<file path="src/rtl/hazard_pkg.sv">
// hazard_pkg: shared types and constants for the pipeline stall/flush control.
//   state_t : FSM encoding for hazard_stall_unit
//   REG_AW  : register address width
//   X0      : architectural zero register address
package hazard_pkg;

  localparam int unsigned REG_AW = 5;
  localparam logic [4:0]  X0     = 5'd0;

  typedef enum logic [1:0] {
    RUN      = 2'd0,
    MEM_WAIT = 2'd1,
    ERR      = 2'd2
  } state_t;

endpackage

</file>
<file path="src/rtl/hazard_wait_timer.sv">
// hazard_wait_timer: counts data-memory wait cycles and flags the cycle on
// which the wait has reached MEM_TIMEOUT without a ready response.
//   clk, rst  : clock, synchronous active-high reset
//   start     : first stalled cycle (seen in RUN); loads the count with 1
//   hold      : memory still not ready while waiting; advances the count
//   wait_cnt  : current wait-cycle count
//   timeout   : hold asserted while wait_cnt == MEM_TIMEOUT
module hazard_wait_timer #(
  parameter int unsigned MEM_TIMEOUT = 15,
  parameter int unsigned CNT_W       = 4
) (
  input  logic             clk,
  input  logic             rst,
  input  logic             start,
  input  logic             hold,
  output logic [CNT_W-1:0] wait_cnt,
  output logic             timeout
);

  assign timeout = hold && (wait_cnt == CNT_W'(MEM_TIMEOUT));

  // Any cycle that is neither a start nor a continuing wait returns the
  // count to zero, so a released or abandoned wait never leaves residue.
  always_ff @(posedge clk) begin
    if (rst) begin
      wait_cnt <= '0;
    end else if (start) begin
      wait_cnt <= CNT_W'(1);
    end else if (hold && !timeout) begin
      wait_cnt <= wait_cnt + CNT_W'(1);
    end else begin
      wait_cnt <= '0;
    end
  end

endmodule

</file>
<file path="src/rtl/hazard_stall_unit.sv">
// hazard_stall_unit: stall/flush control for the 5-stage pipeline. Covers the
// hazards bypassing cannot: load-use bubble, taken-branch squash, and
// freezing while data memory is not ready, with a sticky timeout error.
//
// Ports:
//   clk, rst                       clock, synchronous active-high reset
//   rs1_ID, rs2_ID, rs*_used_ID    source operands of the ID instruction
//   rd_EX, MemRead_EX, RegWrite_EX EX instruction destination / kind
//   branch_taken_EX                EX redirects the PC
//   dmem_req_MEM, dmem_ready       data memory handshake in MEM
//   pc_en, *_en, *_flush           PC and pipeline-register controls
//   mem_timeout                    sticky memory-timeout error
//   perf_stall_cnt, perf_flush_cnt performance counters
//
// Build option: HAZARD_PERF_CNT_EN enables the two performance counters;
// without it both perf ports are tied to zero.
//
// state    | meaning
// ---------+-------------------------------------------------------------
// RUN      | normal issue; load-use / branch / memory-stall decoding
// MEM_WAIT | data memory outstanding; pipeline frozen until dmem_ready
// ERR      | memory wait exceeded MEM_TIMEOUT; frozen until rst
module hazard_stall_unit #(
  parameter int unsigned REG_AW      = 5,
  parameter int unsigned MEM_TIMEOUT = 15,
  parameter int unsigned CNT_W       = 4
) (
  input  logic              clk,
  input  logic              rst,
  input  logic [REG_AW-1:0] rs1_ID,
  input  logic [REG_AW-1:0] rs2_ID,
  input  logic              rs1_used_ID,
  input  logic              rs2_used_ID,
  input  logic [REG_AW-1:0] rd_EX,
  input  logic              MemRead_EX,
  input  logic              RegWrite_EX,
  input  logic              branch_taken_EX,
  input  logic              dmem_req_MEM,
  input  logic              dmem_ready,
  output logic              pc_en,
  output logic              if_id_en,
  output logic              if_id_flush,
  output logic              id_ex_en,
  output logic              id_ex_flush,
  output logic              ex_mem_en,
  output logic              mem_wb_flush,
  output logic              mem_timeout,
  output logic [31:0]       perf_stall_cnt,
  output logic [31:0]       perf_flush_cnt
);

  import hazard_pkg::*;

  state_t           state, state_next;
  logic             load_use;
  logic             mem_stall_req;
  logic             timer_start;
  logic             timer_hold;
  logic             timer_timeout;
  logic [CNT_W-1:0] wait_cnt;

  assign load_use = MemRead_EX && RegWrite_EX && (rd_EX != REG_AW'(X0)) &&
                    ((rs1_used_ID && (rs1_ID == rd_EX)) ||
                     (rs2_used_ID && (rs2_ID == rd_EX)));

  assign mem_stall_req = dmem_req_MEM && !dmem_ready;
  assign timer_start   = (state == RUN) && mem_stall_req;
  assign timer_hold    = (state == MEM_WAIT) && !dmem_ready;

  hazard_wait_timer #(
    .MEM_TIMEOUT (MEM_TIMEOUT),
    .CNT_W       (CNT_W)
  ) u_timer (
    .clk      (clk),
    .rst      (rst),
    .start    (timer_start),
    .hold     (timer_hold),
    .wait_cnt (wait_cnt),
    .timeout  (timer_timeout)
  );

  always_ff @(posedge clk) begin
    if (rst) begin
      state <= RUN;
    end else begin
      state <= state_next;
    end
  end

  always_comb begin
    state_next   = state;
    pc_en        = 1'b1;
    if_id_en     = 1'b1;
    if_id_flush  = 1'b0;
    id_ex_en     = 1'b1;
    id_ex_flush  = 1'b0;
    ex_mem_en    = 1'b1;
    mem_wb_flush = 1'b0;
    mem_timeout  = 1'b0;

    if (rst) begin
      state_next   = RUN;
      pc_en        = 1'b0;
      if_id_en     = 1'b0;
      id_ex_en     = 1'b0;
      ex_mem_en    = 1'b0;
      if_id_flush  = 1'b1;
      id_ex_flush  = 1'b1;
      mem_wb_flush = 1'b1;
    end else begin
      unique case (state)
        RUN, MEM_WAIT: begin
          // The release cycle of a wait is decoded exactly like RUN, so a
          // branch or load-use held during the freeze takes effect here.
          if ((state == RUN) ? mem_stall_req : !dmem_ready) begin
            pc_en        = 1'b0;
            if_id_en     = 1'b0;
            id_ex_en     = 1'b0;
            ex_mem_en    = 1'b0;
            mem_wb_flush = 1'b1;
            if (state == RUN) begin
              state_next = MEM_WAIT;
            end else if (timer_timeout) begin
              state_next = ERR;
            end
          end else begin
            state_next = RUN;
            if (branch_taken_EX) begin
              // The ID instruction is squashed, so a load-use on it is moot.
              if_id_flush = 1'b1;
              id_ex_flush = 1'b1;
            end else if (load_use) begin
              pc_en       = 1'b0;
              if_id_en    = 1'b0;
              id_ex_flush = 1'b1;
            end
          end
        end
        ERR: begin
          pc_en        = 1'b0;
          if_id_en     = 1'b0;
          id_ex_en     = 1'b0;
          ex_mem_en    = 1'b0;
          mem_wb_flush = 1'b1;
          mem_timeout  = 1'b1;
        end
        default: begin
          state_next = RUN;
        end
      endcase
    end
  end

`ifdef HAZARD_PERF_CNT_EN
  logic [31:0] stall_cnt_q;
  logic [31:0] flush_cnt_q;

  always_ff @(posedge clk) begin
    if (rst) begin
      stall_cnt_q <= '0;
      flush_cnt_q <= '0;
    end else begin
      if (!pc_en) begin
        stall_cnt_q <= stall_cnt_q + 32'd1;
      end
      if (if_id_flush) begin
        flush_cnt_q <= flush_cnt_q + 32'd1;
      end
    end
  end

  assign perf_stall_cnt = stall_cnt_q;
  assign perf_flush_cnt = flush_cnt_q;
`else
  assign perf_stall_cnt = 32'd0;
  assign perf_flush_cnt = 32'd0;
`endif

endmodule

</file>
<file path="config.mk">
export PLATFORM = sky130hd
export DESIGN_NAME = hazard_stall_unit
export DESIGN_NICKNAME = d
export VERILOG_FILES = /design/src/rtl/hazard_pkg.sv /design/src/rtl/hazard_wait_timer.sv /design/src/rtl/hazard_stall_unit.sv
export SDC_FILE = /design/constraint.sdc
export NUM_CORES = 1
export LEC_CHECK = 0
export ABC_AREA = 1
export CAP_MARGIN = 25
export CORE_ASPECT_RATIO = 2
export CORE_MARGIN = 1.5
export CORE_UTILIZATION = 29
export DETAILED_ROUTE_END_ITERATION = 10
export MAX_ROUTING_LAYER = met4
export PLACE_DENSITY = 0.86
export SYNTH_ARGS = -nofsm -noshare
export SYNTH_HDL_FRONTEND = slang
export SYNTH_HIERARCHICAL = 1
export SYNTH_SLANG_ARGS = --single-unit
</file>
<file path="constraint.sdc">
create_clock -name clk -period 1.4 [get_ports clk]
set_clock_uncertainty 0.2 [all_clocks]
set_input_delay 0.28 -clock clk [delete_from_list [all_inputs] [get_ports clk]]
set_output_delay 0.28 -clock clk [all_outputs]
set_load 0.05 [all_outputs]
</file>
==> results of run 1 <==
[worst register-to-register path: stages, from the launching register on]
cell and delay (ns):
dfxtp_4 0.36, buf_6 0.12, inv_4 0.04, buf_6 0.11, nor3_4 0.18, inv_2 0.07
nor2_4 0.13, a21oi_2 0.05, o22ai_1 0.12
[synthesized netlist by cell type]
cell        n
inv_2       1
o21ai_4     1
nor2_2      1
nand2_1    36
nand4_1     2
nor3_1      2
o21ai_2     1
ha_1        1
nor2_1     15
inv_1      26
a2111oi_1   1
nand3_1     8
nand2_2     1
xnor2_1     1
o22ai_1     1
dfxtp_1     6
buf_4      66
conb_1      1
nand3_2     1
a21oi_1     4
[worst max path at each step]
stage | slack [ns] | cells past startpoint | end | start
finish | -0.48 | 6 | mem_wb_flush | state[1]
global route | -0.51 | 6 | pc_en | branch_taken_EX
CTS | -0.44 | 8 | if_id_en | state[1]
global placement | -0.84 | 11 | pc_en | rd_EX[1]
detailed placement | -0.88 | 11 | pc_en | rd_EX[1]
floorplan | -0.75 | 8 | pc_en | state[1]
[routing by layer]
metal	up-vias	GRT usage, %	wire length (um)
met5	-	-	0
met4	0	5.71	59
met3	6	1.41	207
met2	74	24.1	1510
met1	453	8.96	760
li1	506	-	-
[flip-flops by register name, indices dropped and copies added, names as in the netlist]
| name | flops |
|---|---|
| state | 2 |
| u_timer/wait_cnt | 4 |
[layout make-up]
class,count,share of cell area [%]
timing repair buffer,52,31.4
multi-input combinational,140,47.0
inverter,27,7.02
clock buffer,4,2.81
sequential,6,7.96
tap,49,3.82
[where the power goes]
group | leakage [nW] | internal, mW | switching [mW]
registers | 0.0502 | 0.174 | 0.00460
logic | 0.783 | 0.187 | 0.574
clock network | 0.0228 | 0.197 | 0.0860
total | 0.856 | 0.558 | 0.664
[timing repair]
action | 4_1_cts | 5_1_grt
buffers inserted | 7 | 4
pin swaps | 31 | 11
gates resized for setup | 87 | 25
setup endpoints to repair | 14 | 14
[through the flow]
step / TNS, ns / cells / cell area [um^2] / hold WS (ns)
5_1_grt: -4.00 / 278 / 1600 / 0.330
6_report: -3.38 / 278 / 1600 / 0.327
3_3_place_gp: -6.74 / 264 / 1360 / 0.278
3_5_place_dp: -7.09 / 264 / 1360 / 0.288
4_1_cts: -3.13 / 274 / 1470 / 0.291
2_1_floorplan: -1.93 / 239 / 1350 / 0.149
[kinds of logic after synthesis]
logic type	Yosys count
AO/OA/AOI/OAI	8
flip-flops	6
AND/OR/NAND/NOR	66
adder cells (fa/ha/maj)	1
XOR/XNOR	1
other	1
buffers and inverters	93
==> results.txt, run 1 <==
Die area: 4120 um^2
Core area: 3610 um^2
Fin. max-slew vios: 0
Fin util: 44.5%
Post-synth top area share: 45.9%
Compound-gate portion of the synthesized area: 5.68%
Tmin final: 1.88 ns
Xor/xnor cell area share of the yosys netlist: 0.811%
Status: finished with violations
Final setup margin: -0.478 ns
# port buffers: 31
Slowest-stage cell, CP: dfxtp_4
Synth area leader: buf_4
R2r setup slk: -0.07 ns
Worst Path Required: 0.92 ns
Hold Crit Depth: 2
Critical Path Source Type: flop
Max_cap viols: 0
DRT iter0 DRCs: 8
TritonCTS Buffers: 3
P_leak: 0.856 nW
Io pins: 96
Failing checks: setup timing
FF+latch count, synth: 6
Worst-path cell chain: buf_4, o21ai_4, o21ai_4, buf_4, buf_6, buf_12
Final layout net count: 255
Area taken by multi-input logic gates: 754 um^2
Layout cells sized above 1: 37.6%
Adder-cell share of the synthesized area: 1.16%
Hold WC Path Type: flop to flop
Power Total: 1.22 mW
Largest net degree at the start of global routing: 6
Yosys warns: 6
Area grow syn2layout: 48.6%
DRT Wirelength: 2.54 mm
CTS Buffer Depth: 2
Antenna-violating nets left: 0
Worst r2r src: state[0]
Crit-path max FO: 4
Synth top area cells: buf_4 46%, nand2_1 13%, dfxtp_1 11%, inv_1 9.0%, nor2_1 5.2%
Hold-fix buffers, CTS: 0
Worst EP arrival: 1.40 ns
Delay-heaviest family, CP: buffers and inverters
Vias in the first global route: 872
RePlAce Congestion: 0.821
Max Freq: 533 MHz
DR vias: 1039
Simple-Gate Fraction of Synth Area: 25.6%
Initial core utilization: 29.9%
VDD IR max: 0.317 mV
Htree depth: 1
Power density over the cells: 762 nW/um^2
Final Setup Violations: 13
Final period utilization: 134%
Vias/cell: 3.74
R2r endpoint: state[1]
GRT Overall Usage: 11.8%
Worst skew pair latency: 0.23 ns
N_diodes: 0
Sequential share of the synthesized area: 11.1%
Critical path endpoint category: output pin
First-pass GRT wire length: 3.42 mm
Mean Syn Cell Area: 6.14 um^2
DR WL/cell: 9.13 um
Hold endpoint: u_timer/wait_cnt[3]
Most frequent cells in the layout: 64 x conb_1, 30 x nand2_1, 16 x inv_1
Row Count: 31
Crit Path Class: flop to output pin
Root Driver: clkbuf_8
Chip width: 46.1 um
DRC errors left: 0
Clock transition at the registers of the reported paths: 0.04 ns
Buffers & Inverters on Critical Path: 4
Post-synth cell types: 20
Cells after Synth: 176
Final hold violation count: 0
Largest family of logic cells by synthesized area: buffers and inverters
Clock sink count: 6
Initial antenna violation count: 0
CTS tree: yes
Worst hold start: u_timer/wait_cnt[3]
Mux cell area share after synthesis: 0%
RSZ-0062 raised after global routing: true
Commonest non-fill, non-tap cell in the layout: conb_1
Mapped Area: 1080 um^2
Pre-antenna DRT Iters: 4
Cells on worst reg2reg path: 8
Pre-CTS WS: -0.881 ns
Filler cell count: 384
Die H: 89.3 um
Congestion Overflow GR: 0
Reg area: 128 um^2
Detailed-placement wirelength estimate: 1.84 mm
Slowest Stage Delay on Critical Path: 0.36 ns
No activity file was read; power rests on OpenSTA's default activity.
==> run 2, diff against run 1 <==
--- a/config.mk
+++ b/config.mk
@@ -6,13 +6,14 @@
 export NUM_CORES = 1
 export LEC_CHECK = 0
 export ABC_AREA = 1
+export ABC_CLOCK_PERIOD_IN_PS = 1400
 export CAP_MARGIN = 25
 export CORE_ASPECT_RATIO = 2
 export CORE_MARGIN = 1.5
 export CORE_UTILIZATION = 29
 export DETAILED_ROUTE_END_ITERATION = 10
 export MAX_ROUTING_LAYER = met4
-export PLACE_DENSITY = 0.86
+export PLACE_DENSITY_LB_ADDON = 0.05
 export SYNTH_ARGS = -nofsm -noshare
 export SYNTH_HDL_FRONTEND = slang
 export SYNTH_HIERARCHICAL = 1
==> run 2 against run 1 <==
Compared with the run above: the run still ends with setup timing left; die area unchanged; critical path depth increased by 2; first-iteration DRC count fell by 88%; sequential power hardly changed; sequential share of layout area is 0.26 points higher; clock power is 2% lower; utilization decreased by 1.4 points; worst setup slack better by 0.026 ns; maximum frequency increased by 1.4%; non-clock buffer count decreased by 1; register-to-register slack worse by 0.07 ns; clock-buffer cell count is the same; critical endpoint is now if_id_en; largest power group unchanged; highest routed layer unchanged.
==> results.txt, run 2 (same netlist as run 1, synthesis figures left out) <==
DRT iter0 DRCs: 1 (-7)
Filler cell count: 413 (+7.6%)
Core area: 3610 um^2 (unchanged)
Initial core utilization: 29.9% (unchanged)
Worst skew pair latency: 0.22 ns (about the same)
Dpl cells: 266 (+0.76%)
Detailed-placement wirelength estimate: 2.04 mm (+11%)
Final period utilization: 132% (-1.9 points)
Most frequent cells in the layout: 64 x conb_1, 31 x nand2_1, 19 x buf_4
Max_cap viols: 0 (unchanged)
CTS tree: yes
Final Setup Violations: 11 (-2)
RePlAce Congestion: 0.746 (-9.1%)
N_diodes: 0 (unchanged)
Die H: 89.3 um (unchanged)
Area taken by multi-input logic gates: 728 um^2 (-3.5%)
P_leak: 0.842 nW (-1.7%)
DRC errors left: 0 (unchanged)
Worst Path Required: 0.92 ns (about the same)
Vias/cell: 3.60 (-3.6%)
Crit-path max FO: 5 (+1)
Congestion Overflow GR: 0 (unchanged)
Failing checks: setup timing
Largest net degree at the start of global routing: 6 (unchanged)
Commonest non-fill, non-tap cell in the layout: conb_1
First-pass GRT wire length: 3.77 mm (+11%)
# port buffers: 31 (unchanged)
Clock transition at the registers of the reported paths: 0.04 ns (about the same)
Hold Crit Depth: 2 (unchanged)
Clock sink count: 6 (unchanged)
Worst EP arrival: 1.37 ns (-0.03 ns)
CTS Buffer Depth: 2 (unchanged)
Layout cells sized above 1: 33.8% (-3.8 points)
Area grow syn2layout: 43.9%
Tmin final: 1.85 ns (-0.0264 ns)
Final layout net count: 254 (-0.39%)
Cells on worst reg2reg path: 9 (+1)
Max reg flops: 4 (unchanged)
DRT Wirelength: 2.53 mm (-0.32%)
Io pins: 96 (unchanged)
VDD IR max: 0.469 mV (+48%)
Finished Layout Cells: 277 (-0.36%)
Antenna-violating nets left: 0 (unchanged)
Hold WC Path Type: flop to flop
Reg with most FFs: u_timer/wait_cnt
Vias in the first global route: 921 (+5.6%)
Placed Area: 1370 um^2 (+1.1%)
Pre-antenna DRT Iters: 3 (-1)
Largest regs: u_timer/wait_cnt (4), state (2)
RSZ-0062 raised after global routing: true
Crit Path Class: flop to output pin
Finished Cell Area: 1550 um^2 (-3.1%)
Row Count: 31 (unchanged)
Initial antenna violation count: 0 (unchanged)
Setup TNS: -3.52 ns (-0.145 ns)
Hold-fix buffers, CTS: 0 (unchanged)
Fin util: 43.1% (-1.4 points)
Chip width: 46.1 um (unchanged)
DR WL/cell: 9.13 um (about the same)
Reg area: 128 um^2 (unchanged)
Fin. max-slew vios: 0 (unchanged)
TritonCTS Buffers: 3 (unchanged)
DR vias: 998 (-3.9%)
Die area: 4120 um^2 (unchanged)
GRT Overall Usage: 12.6% (+0.84 points)
Htree depth: 1 (unchanged)
Final hold violation count: 0 (unchanged)
Max Freq: 540 MHz (+1.4%)
Power density over the cells: 762 nW/um^2 (about the same)
Final setup margin: -0.451 ns (+0.0264 ns)
Critical path endpoint category: output pin
Critical Path Source Type: flop
Root Driver: clkbuf_8
Status: finished with violations
Hold Slack: 0.312 ns (-0.0142 ns)
## run 2: per-layer routing
layer  track usage (%)  vias up  wire (um)
met4              3.90        0         21
li1                  -      502          -
met5                 -        -          0
met3              2.02        2        140
met1              9.93      450        689
met2              26.3       44       1680
## run 2: critical path, cell delays in order (launching register included)
cell and delay (ns):
dfxtp_4 0.38, nor2_4 0.04, nand2_2 0.09, o21ai_4 0.08, o21ai_4 0.18, inv_6 0.04, nand2_4 0.06, clkinvlp_4 0.11
buf_8 0.17
## run 2: cell type report
| class | count | area share (%) |
|---|---|---|
| Multi-Input combinational cell | 140 | 46.9 |
| Timing Repair Buffer | 51 | 31.0 |
| Sequential cell | 6 | 8.21 |
| Tap cell | 49 | 3.95 |
| Clock buffer | 4 | 2.90 |
| Inverter | 27 | 7.09 |
## run 2: worst paths after layout
path / from / to / slack (ns)
max: state[1] / if_id_en / -0.45
max reg2reg: state[0] / u_timer/wait_cnt[1] / -0.14
min reg2reg: u_timer/wait_cnt[3] / u_timer/wait_cnt[3] / 0.31
min: u_timer/wait_cnt[3] / u_timer/wait_cnt[3] / 0.31
## run 2: power by group
part | internal, mW | switching, mW | total, mW | leakage [nW]
Combinational | 0.170 | 0.559 | 0.729 | 0.769
Clock | 0.196 | 0.0800 | 0.276 | 0.0228
Sequential | 0.174 | 0.00512 | 0.179 | 0.0502
Total | 0.540 | 0.645 | 1.18 | 0.842
## run 2: through the flow
stage / power, mW / worst slack, ns
floorplan: 0.846 / -0.754
global placement: 0.867 / -0.877
detailed placement: 0.868 / -0.879
CTS: 1.16 / -0.449
global route: 1.25 / -0.529
finish: 1.18 / -0.451
## run 2: repair_timing
action	4_1_cts	5_1_grt
setup buffers	5	2
resized for setup	69	19
setup endpoints to repair	14	14
pin swaps	28	17
==> run 3, diff against run 2 <==
--- a/config.mk
+++ b/config.mk
@@ -11,9 +11,11 @@
 export CORE_ASPECT_RATIO = 2
 export CORE_MARGIN = 1.5
 export CORE_UTILIZATION = 29
+export CTS_CLUSTER_SIZE = 40
 export DETAILED_ROUTE_END_ITERATION = 10
 export MAX_ROUTING_LAYER = met4
 export PLACE_DENSITY_LB_ADDON = 0.05
+export SLEW_MARGIN = 30
 export SYNTH_ARGS = -nofsm -noshare
 export SYNTH_HDL_FRONTEND = slang
 export SYNTH_HIERARCHICAL = 1
==> results of run 3 <==
Same layout as run 2: the final DEF is identical, and so are final timing and power.
